## src/rtl/leading_run_pkg.sv

```systemverilog
// Shared types and constants for the leading-run sequencer.
//   lrs_state_t : sequencer FSM states
//   SLICE_W     : bits examined per scan cycle
//   lrs_cnt_w() : width needed to hold a run length of 0..width
package leading_run_pkg;

    typedef enum logic [1:0] {
        LRS_IDLE,
        LRS_SCAN,
        LRS_DONE
    } lrs_state_t;

    localparam int unsigned SLICE_W = 4;

    function automatic int unsigned lrs_cnt_w(input int unsigned width);
        return $clog2(width + 1);
    endfunction

endpackage

```

## src/rtl/priority_encoder_4.sv

```systemverilog
// 4-bit leading-run priority encoder.
//   leading_bit_i : run bit value being matched
//   slice_i       : 4-bit slice, bit 3 examined first
//   count_o       : bits equal to leading_bit_i before the first differing bit (4 if none)
//   valid_o       : a differing bit (run terminator) exists in this slice
module priority_encoder_4 (
    input  logic       leading_bit_i,
    input  logic [3:0] slice_i,
    output logic [2:0] count_o,
    output logic       valid_o
);

    logic [3:0] diff;

    assign diff    = slice_i ^ {4{leading_bit_i}};
    assign valid_o = |diff;

    always_comb begin
        count_o = 3'd4;
        if (diff[3]) begin
            count_o = 3'd0;
        end else if (diff[2]) begin
            count_o = 3'd1;
        end else if (diff[1]) begin
            count_o = 3'd2;
        end else if (diff[0]) begin
            count_o = 3'd3;
        end
    end

endmodule

```

## src/rtl/leading_run_sequencer.sv

```systemverilog
// Multi-cycle leading-run counter: accepts one WIDTH-bit word, scans it MSB-first one
// 4-bit slice per cycle through a single shared encoder, and returns the length of the
// run of bits equal to the MSB.
//   clk_i, rst_i   : clock, synchronous active-high reset
//   in_valid_i/in_ready_o/in_data_i        : input word handshake
//   out_valid_o/out_ready_i                : result handshake
//   out_count_o    : run length including the MSB (1..WIDTH)
//   out_leading_o  : value of the run bit
//   out_all_same_o : run covers the whole word
// Optional feature macro LEADING_RUN_BACK_TO_BACK_EN: when defined, a new word may be
// accepted on the same edge that the previous result is consumed (DONE -> SCAN).
module leading_run_sequencer
    import leading_run_pkg::*;
#(
    parameter int unsigned WIDTH = 32,
    parameter int unsigned CNT_W = lrs_cnt_w(WIDTH)
) (
    input  logic             clk_i,
    input  logic             rst_i,
    input  logic             in_valid_i,
    output logic             in_ready_o,
    input  logic [WIDTH-1:0] in_data_i,
    output logic             out_valid_o,
    input  logic             out_ready_i,
    output logic [CNT_W-1:0] out_count_o,
    output logic             out_leading_o,
    output logic             out_all_same_o
);

    localparam int unsigned NSLICE = WIDTH / SLICE_W;
    localparam int unsigned IDX_W  = (NSLICE > 1) ? $clog2(NSLICE) : 1;
    localparam int unsigned BASE_W = $clog2(WIDTH);
    localparam logic [IDX_W-1:0] LAST_IDX = IDX_W'(NSLICE - 1);

    if (((WIDTH % SLICE_W) != 0) || (WIDTH < 8)) begin : g_width_check
        $error("leading_run_sequencer: WIDTH must be a multiple of 4 and >= 8");
    end

    lrs_state_t       state_q, state_d;
    logic [WIDTH-1:0] word_q, word_d;
    logic             leading_q, leading_d;
    logic [CNT_W-1:0] acc_q, acc_d;
    logic [IDX_W-1:0] idx_q, idx_d;
    logic [CNT_W-1:0] count_q, count_d;
    logic             all_same_q, all_same_d;

    logic              in_ready;
    logic              accept;
    logic [BASE_W-1:0] slice_base;
    logic [3:0]        slice;
    logic [2:0]        enc_count;
    logic              enc_valid;

    // Slice idx occupies bits WIDTH-1-4*idx downto WIDTH-4-4*idx.
    assign slice_base = BASE_W'(WIDTH - SLICE_W) - BASE_W'(idx_q) * BASE_W'(SLICE_W);
    assign slice      = word_q[slice_base +: SLICE_W];

    priority_encoder_4 u_enc (
        .leading_bit_i (leading_q),
        .slice_i       (slice),
        .count_o       (enc_count),
        .valid_o       (enc_valid)
    );

    always_comb begin
        in_ready = 1'b0;
        case (state_q)
            LRS_IDLE: in_ready = 1'b1;
`ifdef LEADING_RUN_BACK_TO_BACK_EN
            LRS_DONE: in_ready = out_ready_i;
`endif
            default:  in_ready = 1'b0;
        endcase
        if (rst_i) begin
            in_ready = 1'b0;
        end
    end

    assign accept = in_valid_i & in_ready;

    always_comb begin
        state_d    = state_q;
        word_d     = word_q;
        leading_d  = leading_q;
        acc_d      = acc_q;
        idx_d      = idx_q;
        count_d    = count_q;
        all_same_d = all_same_q;

        case (state_q)
            LRS_SCAN: begin
                if (enc_valid) begin
                    count_d    = acc_q + CNT_W'(enc_count);
                    all_same_d = 1'b0;
                    state_d    = LRS_DONE;
                end else if (idx_q == LAST_IDX) begin
                    count_d    = CNT_W'(WIDTH);
                    all_same_d = 1'b1;
                    state_d    = LRS_DONE;
                end else begin
                    acc_d = acc_q + CNT_W'(SLICE_W);
                    idx_d = idx_q + IDX_W'(1);
                end
            end
            LRS_DONE: begin
                if (out_ready_i) begin
                    state_d = LRS_IDLE;
                end
            end
            default: ;
        endcase

        // Accept can only happen in IDLE or on the DONE handshake; it overrides both.
        if (accept) begin
            word_d    = in_data_i;
            leading_d = in_data_i[WIDTH-1];
            acc_d     = '0;
            idx_d     = '0;
            state_d   = LRS_SCAN;
        end
    end

    always_ff @(posedge clk_i) begin
        if (rst_i) begin
            state_q    <= LRS_IDLE;
            word_q     <= '0;
            leading_q  <= 1'b0;
            acc_q      <= '0;
            idx_q      <= '0;
            count_q    <= '0;
            all_same_q <= 1'b0;
        end else begin
            state_q    <= state_d;
            word_q     <= word_d;
            leading_q  <= leading_d;
            acc_q      <= acc_d;
            idx_q      <= idx_d;
            count_q    <= count_d;
            all_same_q <= all_same_d;
        end
    end

    assign in_ready_o     = in_ready;
    assign out_valid_o    = (state_q == LRS_DONE);
    assign out_count_o    = count_q;
    assign out_leading_o  = leading_q;
    assign out_all_same_o = all_same_q;

endmodule

```

## config.mk

```make
export PLATFORM = sky130hd
export DESIGN_NAME = leading_run_sequencer
export DESIGN_NICKNAME = d
export VERILOG_FILES = /design/src/rtl/leading_run_pkg.sv /design/src/rtl/priority_encoder_4.sv /design/src/rtl/leading_run_sequencer.sv
export SDC_FILE = /design/constraint.sdc
export NUM_CORES = 1
export LEC_CHECK = 0
export BUFFER_PORTS_ARGS = -buffer_cell sky130_fd_sc_hd__buf_2
export CORE_UTILIZATION = 35
export DETAILED_ROUTE_END_ITERATION = 8
export PLACE_DENSITY_LB_ADDON = 0.12
export SYNTH_ARGS = -nofsm -noshare
export SYNTH_HDL_FRONTEND = slang
export SYNTH_SLANG_ARGS = --single-unit
```

## constraint.sdc

```tcl
create_clock -name clk_i -period 5.22 [get_ports clk_i]
set_clock_uncertainty 0.05 [all_clocks]
set_input_delay 0.783 -clock clk_i [delete_from_list [all_inputs] [get_ports clk_i]]
set_output_delay 0.783 -clock clk_i [all_outputs]
set_load 0.1 [all_outputs]
```

[Yosys cells after proc, flatten, opt, wreduce, memory -nomap -nowiden]
Index checks and enable logic that the tools add are counted.
Word-level totals
  output and inout bits: 10
  input bits: 36
  logic and storage cells: 49
  register bits after elaboration: 51
Operators by class
  reductions and logical operators: 10
  bitwise operators: 4
  shift operators: 1
  add/sub/neg operators: 4
  mux-type cells: 15
  eq/ne operators: 7
Operators by type and width (count)
  indexed part select 32 x 6 -> 4 bit: 1
  2-to-1 mux 3 bit: 4
  2-to-1 mux 6 bit: 2
  AND reduction 3 bit: 3
  adder 6 x 3 -> 6 bit: 1
  adder 6 x 3 -> 6 bit (second input constant): 1
  2-to-1 mux 2 bit: 3
  2-to-1 mux 1 bit: 5
  subtractor 5 bit (first input constant): 1
  inequality test 4 bit (second input constant): 1
  one-hot mux 2 bit (2 select lines): 1
  nonzero test 2 bit: 2
  OR reduction 4 bit: 1
  bitwise XOR 4 bit: 1
  adder 3 x 1 -> 3 bit (second input constant): 1
  equality test 3 bit (second input constant): 1
  inequality test 3 x 1 -> 1 bit (second input constant): 1
  inequality test 3 bit (second input constant): 1
  nonzero test 3 bit: 1
  equality test 2 x 1 -> 1 bit (second input constant): 1
  equality test 2 bit (second input constant): 1
  zero test 2 bit: 1
  inequality test 2 x 1 -> 1 bit (second input constant): 1
  NOT 1 bit: 2
  other kinds (3): 3

[Logic depth before layout (Yosys ltp)]
Gate-level depths: netlist of run 1.
  word-level depth: 9
  mapped depth: 12
  gate-level depth less buffers: 10

[Hierarchy]
From an unflattened synthesis of run 1, not the netlist that was laid out.
Unflattened totals
  cell total of the unflattened synthesis: 180
  area total of the unflattened synthesis: 2021.9 um2
Modules (own cells, without submodules)
  leading_run_sequencer: seq. area each 960.9 um2, cells an instance 163, area an instance 1934.4 um2, instances 1
  priority_encoder_4: seq. area each 0.0 um2, cells an instance 17, area an instance 87.6 um2, instances 1

[Worst setup path before layout of run 1]
OpenSTA, ideal clock, no wires.
  path type: input to register
  from: input port rst_i
  to: register word_q[31]
  arrival time: 3.146 ns
  path buffers: 2
  path slack: 1.935 ns
  required time: 5.082 ns
  stages on the path: 6
  library setup time: 0.088 ns
  path through: nor2b_1 and2_1 clkbuf_1 clkbuf_1 nand2_1 o31ai_1
On the way
  cells in the longest elaborated chain, start to end: 2
Ends and longest elaborated chain
  from (decl): RTL line leading_run_sequencer.sv:19  | input logic rst_i,
  2-to-1 mux 1 bit: RTL line leading_run_sequencer.sv:74  | if (rst_i) begin
  AND 1 bit: RTL line leading_run_sequencer.sv:79  | assign accept = in_valid_i & in_ready;
  to (signal assigned): RTL line leading_run_sequencer.sv:134  | word_q <= word_d;
  to (decl): RTL line leading_run_sequencer.sv:40  | logic [WIDTH-1:0] word_q, word_d;
Parallel ways exist; a longest one is shown, timed or not.
A chain may end at the register's enable or synchronous reset.

[Worst setup path after layout of run 1]
  from: register idx_q[0]
  to: register count_q[4], in the netlist out_count_o[4]
On the way
  cells in the longest elaborated chain, start to end: 9
  elaborated cells on any way between the ends: 13
  those cells by class: add/sub (2); eq/ne (1); shift (1); mux (5); bitwise (1); reduce/logical (3)
Ends and longest elaborated chain
  from (decl): RTL line leading_run_sequencer.sv:43  | logic [IDX_W-1:0] idx_q, idx_d;
  from (signal assigned): RTL line leading_run_sequencer.sv:137  | idx_q <= idx_d;
  subtractor 5 bit: RTL line leading_run_sequencer.sv:55  | assign slice_base = BASE_W'(WIDTH - SLICE_W) - BASE_W'(idx_q) * BASE_W'(SLICE_W);
  indexed part select 32 x 6 -> 4 bit: RTL line leading_run_sequencer.sv:56  | assign slice = word_q[slice_base +: SLICE_W];
  bitwise XOR 4 bit: RTL line priority_encoder_4.sv:15  | assign diff = slice_i ^ {4{leading_bit_i}};
  2-to-1 mux 3 bit: RTL line priority_encoder_4.sv:26  | end else if (diff[0]) begin
  2-to-1 mux 3 bit: RTL line priority_encoder_4.sv:24  | end else if (diff[1]) begin
  2-to-1 mux 3 bit: RTL line priority_encoder_4.sv:22  | end else if (diff[2]) begin
  2-to-1 mux 3 bit: RTL line priority_encoder_4.sv:20  | if (diff[3]) begin
  adder 6 x 3 -> 6 bit: RTL line leading_run_sequencer.sv:93  | count_d = acc_q + CNT_W'(enc_count);
  2-to-1 mux 6 bit: RTL line leading_run_sequencer.sv:92  | if (enc_valid) begin
  to (signal assigned): RTL line leading_run_sequencer.sv:138  | count_q <= count_d;
  to (decl): RTL line leading_run_sequencer.sv:44  | logic [CNT_W-1:0] count_q, count_d;
Parallel ways exist; a longest one is shown, timed or not.

==> impl_table.tex, run 1 <==
\begin{tabular}{lr}
\hline
Metric & Value \\
\hline
\multicolumn{2}{l}{\textbf{Placed design}} \\
DP HPWL & 3660 um \\
Final weighted congestion in routability-driven placement & 0.750 \\
Placed cell area & 2620 um\^{}2 \\
Port buffer count & 45 \\
\multicolumn{2}{l}{\textbf{Floorplanning}} \\
Die width & 84.6 um \\
Placeable core region & 6460 um\^{}2 \\
Count of standard-cell rows & 29 \\
Initial core utilization & 36.9\% \\
Top Ports & 46 \\
DIE AREA & 7150 um\^{}2 \\
Die outline height & 84.6 um \\
\multicolumn{2}{l}{\textbf{Synth}} \\
Number of warnings issued by yosys & 0 \\
Number of distinct library cell variants in the gate-level netlist after synthesis & 43 \\
Number of synthesized flops with an enable pin & 0 \\
Netlist area before placement & 2390 um\^{}2 \\
Register area share after synthesis & 40.3\% \\
Async SR Flop Fraction & 0\% \\
Mean instance size in the synthesized netlist & 8.55 um\^{}2 \\
Synthesized net count & 323 \\
Flop and latch count out of synthesis & 48 \\
Most used flip-flop cell after synthesis & sky130\_fd\_sc\_hd\_\_dfxtp\_1 \\
Cell count after synthesis & 279 \\
\multicolumn{2}{l}{\textbf{Clocking}} \\
\# resized after CTS & 0 \\
Htree depth & 2 \\
Clock-pin slew of the registers on the worst-case setup and hold paths & 0.09 ns \\
Worst-Skew Late Latency & 0.30 ns \\
Maximum clock insertion buffer count & 2 \\
Clock tree from TritonCTS & built \\
Number of clock buffers inserted by TritonCTS & 5 \\
Number of clock sinks seen by CTS & 48 \\
Root buffer selected by CTS & sky130\_fd\_sc\_hd\_\_clkbuf\_8 \\
Number of buffers added to fix hold violations after cts & 0 \\
Buffer count from post-CTS setup fixing & 0 \\
\multicolumn{2}{l}{\textbf{Route}} \\
Detailed Routing Iterations Pass 1 & 6 \\
Average wire per standard cell & 13.5 um \\
Via count normalized by instance count & 5.05 \\
Number of vias in the routed layout & 1,974 \\
Total wirelength of the detailed-routed design & 5270 um \\
Iteration-0 DRC Markers & 101 \\
Final routed DRC violation total & 2 \\
Residual antenna-violating net count after detailed routing & 0 \\
\multicolumn{2}{l}{\textbf{Setup path}} \\
Critical Path AT & 3.52 ns \\
Kind of end point of the critical path & flip-flop \\
CP Max Fanout & 19 \\
Critical R2R Launch & idx\_q[0] \\
Critical path startpoint & idx\_q[0] \\
Crit start category & flip-flop \\
Req. time, crit path & 5.37 ns \\
Critical path start-end classification & reg -> reg \\
\multicolumn{2}{l}{\textbf{Pwr}} \\
Worst supply voltage drop on vdd & 0.163 mV \\
Standby leakage power & 1.08 nW \\
Register share of total power & 39.9\% \\
Comb pwr share & 37.8\% \\
Clock power share & 22.3\% \\
Internal Dissipation & 714 uW \\
Net Sw Frac & 41.1\% \\
Net Sw Power & 498 uW \\
Power density relative to cell area & 444 nW/um\^{}2 \\
\multicolumn{2}{l}{\textbf{Run status}} \\
Violated checks & design-rule violations \\
Run status & finished with violations \\
\multicolumn{2}{l}{\textbf{Timing}} \\
Time the worst path needs with I/O delays and setup & 3.38 ns \\
Worst rel slew slack & 35.3\% \\
RSZ-0062 raised after global routing & no \\
Number of slew-limit violations in the final report & 0 \\
Final Hold Viols & 0 \\
Fmax & 296 MHz \\
Worst-margin pin slew & 0.971 ns \\
Share of the clock period used by the worst path after layout & 64.7\% \\
Final setup fails & 0 \\
Total negative setup slack & 0 ns \\
\multicolumn{2}{l}{\textbf{Run}} \\
Max\_cap viols & 0 \\
\multicolumn{2}{l}{\textbf{Hold path}} \\
Worst hold start & word\_q[16] \\
Worst hold path type & reg -> reg \\
\multicolumn{2}{l}{\textbf{Final layout}} \\
Area growth from synthesis to final layout & 14.4\% \\
Ant. Diodes & 0 \\
Area of all placed cells without fillers & 2730 um\^{}2 \\
Fraction of layout instances using a drive strength above 1 & 21.0\% \\
Net count, final & 357 \\
\multicolumn{2}{l}{\textbf{Global route}} \\
Overall global routing resource usage & 15.6\% \\
Wire length of the first global-routing pass & 8760 um \\
Initial antenna violation count & 0 \\
Final global-route overflow total & 0 \\
Vias in the first global route & 1,810 \\
Maximum number of pins on one net before global-route repair & 67 \\
\hline
\end{tabular}
==> cells in the final DEF, fill, tap and decap left out, drive strengths merged, types with 3 or more instances in the layout <==
master,Yosys,routed
a21oi,9,9
a311o,3,3
buf,4,46
clkbuf,15,5
dfxtp,48,48
ha,8,8
inv,6,6
mux2i,15,15
mux4,3,3
nand2,71,71
nand3,8,8
nor2,4,4
nor3,3,3
nor3b,4,4
o21ai,39,39
o31ai,4,4
or3,4,4
xnor2,3,3
==> cells by family after synthesis <==
group           share of synthesized area [%]
compound gates                           18.6
buf+inv                                  5.03
simple gates                             19.2
xor+xnor                                 2.62
mux                                      10.1
flops                                    40.3
fa+ha+maj                                4.20
==> worst paths after layout <==
check | endpoint | slack (ns) | depth (start not counted)
setup / recovery | out_count_o[4] | 1.84 | 10
hold reg to reg | word_q[16] | 0.41 | 2
setup reg to reg | out_count_o[4] | 1.84 | 10
hold / removal | word_q[16] | 0.41 | 2
==> power groups by stage <==
stage / clock (mW) / combinational, mW / sequential, mW
after floorplan: 0 / 0.315 / 0.552
after global placement: 0 / 0.458 / 0.492
after detailed placement: 0 / 0.458 / 0.492
after CTS: 0.279 / 0.460 / 0.485
after global routing: 0.293 / 0.499 / 0.493
final: 0.270 / 0.458 / 0.484
==> through the flow <==
stage	util (%)	power [mW]	hold slack (ns)	cells	worst slack, ns
floorplan	-	0.867	0.382	279	1.94
global placement	40.5	0.950	0.397	383	1.99
detailed placement	40.5	0.950	0.399	383	1.87
CTS	42.3	1.22	0.417	391	1.85
global route	42.3	1.28	0.429	391	1.69
finish	42.3	1.21	0.411	391	1.84
==> metal layers <==
layer / track usage (%) / wire [um] / vias to the layer above
li1: - / - / 1041
met3: 3.44 / 195 / 4
met4: 6.01 / 60 / 0
met5: 0 / 0 / -
met1: 22.0 / 2740 / 897
met2: 23.0 / 2270 / 32
==> flip-flops by register name (all words and copies together), names as in the netlist <==
signal / count
idx_q: 3
acc_q: 4
word_q: 32
out_all_same_o: 1
out_count_o: 6
state_q: 2
==> critical path, stage by stage (launching register included) <==
cell and delay (ns):
sky130_fd_sc_hd__dfxtp_1 0.90, sky130_fd_sc_hd__mux2i_1 0.19, sky130_fd_sc_hd__mux4_2 0.51, sky130_fd_sc_hd__xnor2_1 0.16, sky130_fd_sc_hd__nand2_1 0.39, sky130_fd_sc_hd__nor2_1 0.08
sky130_fd_sc_hd__ha_1 0.21, sky130_fd_sc_hd__ha_1 0.19, sky130_fd_sc_hd__xor2_1 0.14, sky130_fd_sc_hd__o2111a_1 0.15, sky130_fd_sc_hd__a311o_1 0.30
==> cells in the mapped netlist (6+ instances only) <==
cell | n | area [um^2]
sky130_fd_sc_hd__dfxtp_1 | 48 | 961
sky130_fd_sc_hd__ha_1 | 8 | 100
sky130_fd_sc_hd__inv_1 | 6 | 22.5
sky130_fd_sc_hd__clkbuf_1 | 15 | 56.3
sky130_fd_sc_hd__a21oi_1 | 9 | 45.0
sky130_fd_sc_hd__nand2_1 | 71 | 267
sky130_fd_sc_hd__o21ai_0 | 39 | 195
sky130_fd_sc_hd__nand3_1 | 7 | 35.0
sky130_fd_sc_hd__mux2i_1 | 15 | 150
==> area by class of cell <==
type | count | area (um^2)
fill | 680 | 3730
multi-input combinational | 206 | 1310
sequential | 48 | 961
timing repair buffer | 46 | 233
tap | 77 | 96.3
clock buffer | 5 | 68.8
clock inverter | 3 | 42.5
inverter | 6 | 22.5
No activity file was read; power rests on OpenSTA's default activity.
==> run 2, diff against run 1 <==
==> constraint.sdc (replaced) <==
create_clock -name clk_i -period 3.1 [get_ports clk_i]
set_clock_uncertainty 0.05 [all_clocks]
set_input_delay 0.465 -clock clk_i [delete_from_list [all_inputs] [get_ports clk_i]]
set_output_delay 0.465 -clock clk_i [all_outputs]
set_load 0.1 [all_outputs]
==> impl_table.tex, run 2 (synthesized netlist as in run 1, its figures left out) <==
\begin{tabular}{lr}
\hline
Metric & Value \\
\hline
\multicolumn{2}{l}{\textbf{Timing}} \\
Final Hold Viols & 0 \\
Number of slew-limit violations in the final report & 0 \\
Worst-margin pin slew & 0.739 ns \\
Fmax & 356 MHz \\
RSZ-0062 raised after global routing & no \\
Worst rel slew slack & 50.7\% \\
Time the worst path needs with I/O delays and setup & 2.81 ns \\
Total negative setup slack & 0 ns \\
Final setup fails & 0 \\
Share of the clock period used by the worst path after layout & 90.7\% \\
\multicolumn{2}{l}{\textbf{Final layout}} \\
Area growth from synthesis to final layout & 15.3\% \\
Leading cell type in the layout, fill and taps excluded & sky130\_fd\_sc\_hd\_\_nand2\_1 \\
Reg with most FFs & word\_q \\
Non-filler cells in the finished layout & 394 \\
Total of fill cells in the finished design & 689 \\
Commonest cells after routing, fill and taps aside & sky130\_fd\_sc\_hd\_\_nand2\_1, sky130\_fd\_sc\_hd\_\_dfxtp\_1, sky130\_fd\_sc\_hd\_\_buf\_2, sky130\_fd\_sc\_hd\_\_o21ai\_0, sky130\_fd\_sc\_hd\_\_mux2i\_1 \\
Ant. Diodes & 0 \\
Fraction of layout instances using a drive strength above 1 & 21.8\% \\
Net count, final & 360 \\
Max FFs per register & 32 \\
\multicolumn{2}{l}{\textbf{Setup path}} \\
Critical Path AT & 2.95 ns \\
Dominant cell type by count on the critical path & sky130\_fd\_sc\_hd\_\_ha\_1 \\
Worst path max stage delay & 0.54 ns \\
Crit start category & flip-flop \\
Critical path start-end classification & reg -> reg \\
Register-to-Register Path Depth & 11 \\
Critical path buffer and inverter count & 1 \\
CP delay by family, top & multiplexers \\
Req. time, crit path & 3.23 ns \\
CP Max Fanout & 16 \\
Slack of the worst reg-to-reg path & 0.29 ns \\
Critical R2R Launch & idx\_q[0] \\
Kind of end point of the critical path & flip-flop \\
Cell with the largest stage delay on the worst path & sky130\_fd\_sc\_hd\_\_mux4\_2 \\
Worst-path cell chain & buf\_4, mux2i\_1, mux4\_2, xnor2\_4, nand3\_4, nor2\_1, ha\_1, ha\_1, xor2\_1, o2111a\_1, a311o\_1 \\
R2R Path End & out\_count\_o[4] \\
\multicolumn{2}{l}{\textbf{Clocking}} \\
Number of buffers added to fix hold violations after cts & 0 \\
Root buffer selected by CTS & sky130\_fd\_sc\_hd\_\_clkbuf\_8 \\
Maximum clock insertion buffer count & 2 \\
Number of clock sinks seen by CTS & 48 \\
Number of clock buffers inserted by TritonCTS & 5 \\
Clock tree from TritonCTS & built \\
Htree depth & 2 \\
Worst-Skew Late Latency & 0.30 ns \\
Clock-pin slew of the registers on the worst-case setup and hold paths & 0.09 ns \\
\# resized after CTS & 0 \\
Buffer count from post-CTS setup fixing & 0 \\
\multicolumn{2}{l}{\textbf{Route}} \\
Total wirelength of the detailed-routed design & 5160 um \\
Iteration-0 DRC Markers & 67 \\
Residual antenna-violating net count after detailed routing & 0 \\
Average wire per standard cell & 13.1 um \\
Via count normalized by instance count & 5.07 \\
Final routed DRC violation total & 1 \\
Number of vias in the routed layout & 1,998 \\
Detailed Routing Iterations Pass 1 & 6 \\
\multicolumn{2}{l}{\textbf{Placed design}} \\
Cell total after placement & 386 \\
Final weighted congestion in routability-driven placement & 0.723 \\
Port buffer count & 45 \\
DP HPWL & 3750 um \\
\multicolumn{2}{l}{\textbf{Run}} \\
Max\_cap viols & 0 \\
\multicolumn{2}{l}{\textbf{Hold path}} \\
Worst hold path type & in -> reg \\
Worst hold start & in\_data\_i[1] \\
Cell count of the worst hold path & 3 \\
Endpoint of the worst hold-timing path & word\_q[1] \\
\multicolumn{2}{l}{\textbf{Pwr}} \\
Standby leakage power & 1.10 nW \\
Worst supply voltage drop on vdd & 0.258 mV \\
Power density relative to cell area & 745 nW/um\^{}2 \\
\multicolumn{2}{l}{\textbf{Global route}} \\
Initial antenna violation count & 0 \\
Wire length of the first global-routing pass & 8830 um \\
Final global-route overflow total & 0 \\
Vias in the first global route & 1,883 \\
Overall global routing resource usage & 15.3\% \\
Maximum number of pins on one net before global-route repair & 48 \\
\multicolumn{2}{l}{\textbf{Run status}} \\
Violated checks & design-rule violations \\
Run status & finished with violations \\
\multicolumn{2}{l}{\textbf{Floorplanning}} \\
Die outline height & 84.6 um \\
Placeable core region & 6460 um\^{}2 \\
Count of standard-cell rows & 29 \\
Top Ports & 46 \\
DIE AREA & 7150 um\^{}2 \\
Initial core utilization & 36.9\% \\
Die width & 84.6 um \\
\hline
\end{tabular}
run 2: worst register-to-register path, stage by stage (launching register included):
cell,delay (ns)
sky130_fd_sc_hd__dfxtp_1,0.38
sky130_fd_sc_hd__buf_4,0.28
sky130_fd_sc_hd__mux2i_1,0.11
sky130_fd_sc_hd__mux4_2,0.54
sky130_fd_sc_hd__xnor2_4,0.25
sky130_fd_sc_hd__nand3_4,0.12
sky130_fd_sc_hd__nor2_1,0.13
sky130_fd_sc_hd__ha_1,0.18
sky130_fd_sc_hd__ha_1,0.16
sky130_fd_sc_hd__xor2_1,0.07
sky130_fd_sc_hd__o2111a_1,0.14
sky130_fd_sc_hd__a311o_1,0.30
run 2: routing by layer:
metal	track usage, %	vias up	wire length [um]
li1	-	1057	-
met5	0	-	0
met2	22.9	32	2140
met1	22.4	905	2840
met4	4.16	0	41
met3	2.85	4	140
run 2: through the flow:
stage | hold slack, ns | instance area, um^2 | power, mW | setup WS [ns] | util, %
2_1_floorplan | 0.382 | 2390 | 1.46 | 0.0683 | -
3_3_place_gp | 0.398 | 2640 | 1.62 | 0.347 | 40.9
3_5_place_dp | 0.402 | 2640 | 1.62 | 0.293 | 40.9
4_1_cts | 0.300 | 2750 | 2.07 | 0.275 | 42.6
5_1_grt | 0.302 | 2750 | 2.18 | 0.121 | 42.6
6_report | 0.307 | 2750 | 2.05 | 0.289 | 42.6
run 2: how the worst max path moves through the flow:
stage          depth (start not counted)  slack (ns)        from              to
4_1_cts                               11        0.28    idx_q[0]  out_count_o[4]
2_1_floorplan                          8        0.07  state_q[0]      word_q[31]
5_1_grt                               10        0.12    idx_q[1]  out_count_o[4]
3_3_place_gp                          11        0.35    idx_q[0]  out_count_o[4]
6_report                              11        0.29    idx_q[0]  out_count_o[4]
3_5_place_dp                          11        0.29    idx_q[0]  out_count_o[4]
run 2: final cells by class:
cell class                 count  area [um^2]  area share, %
multi-input combinational    206         1310           47.5
sequential                    48          962           35.0
timing repair buffer          49          255           9.28
tap                           77         96.3           3.50
clock buffer                   6         72.6           2.64
clock inverter                 2         35.0           1.27
inverter                       6         22.5          0.819
run 2: report_power, final:
part / total (mW) / internal, mW / switching (mW) / leakage [nW]
registers: 0.795 / 0.726 / 0.0691 / 0.393
clock network: 0.448 / 0.240 / 0.208 / 0.0552
logic: 0.806 / 0.253 / 0.553 / 0.648
total: 2.05 / 1.22 / 0.831 / 1.10
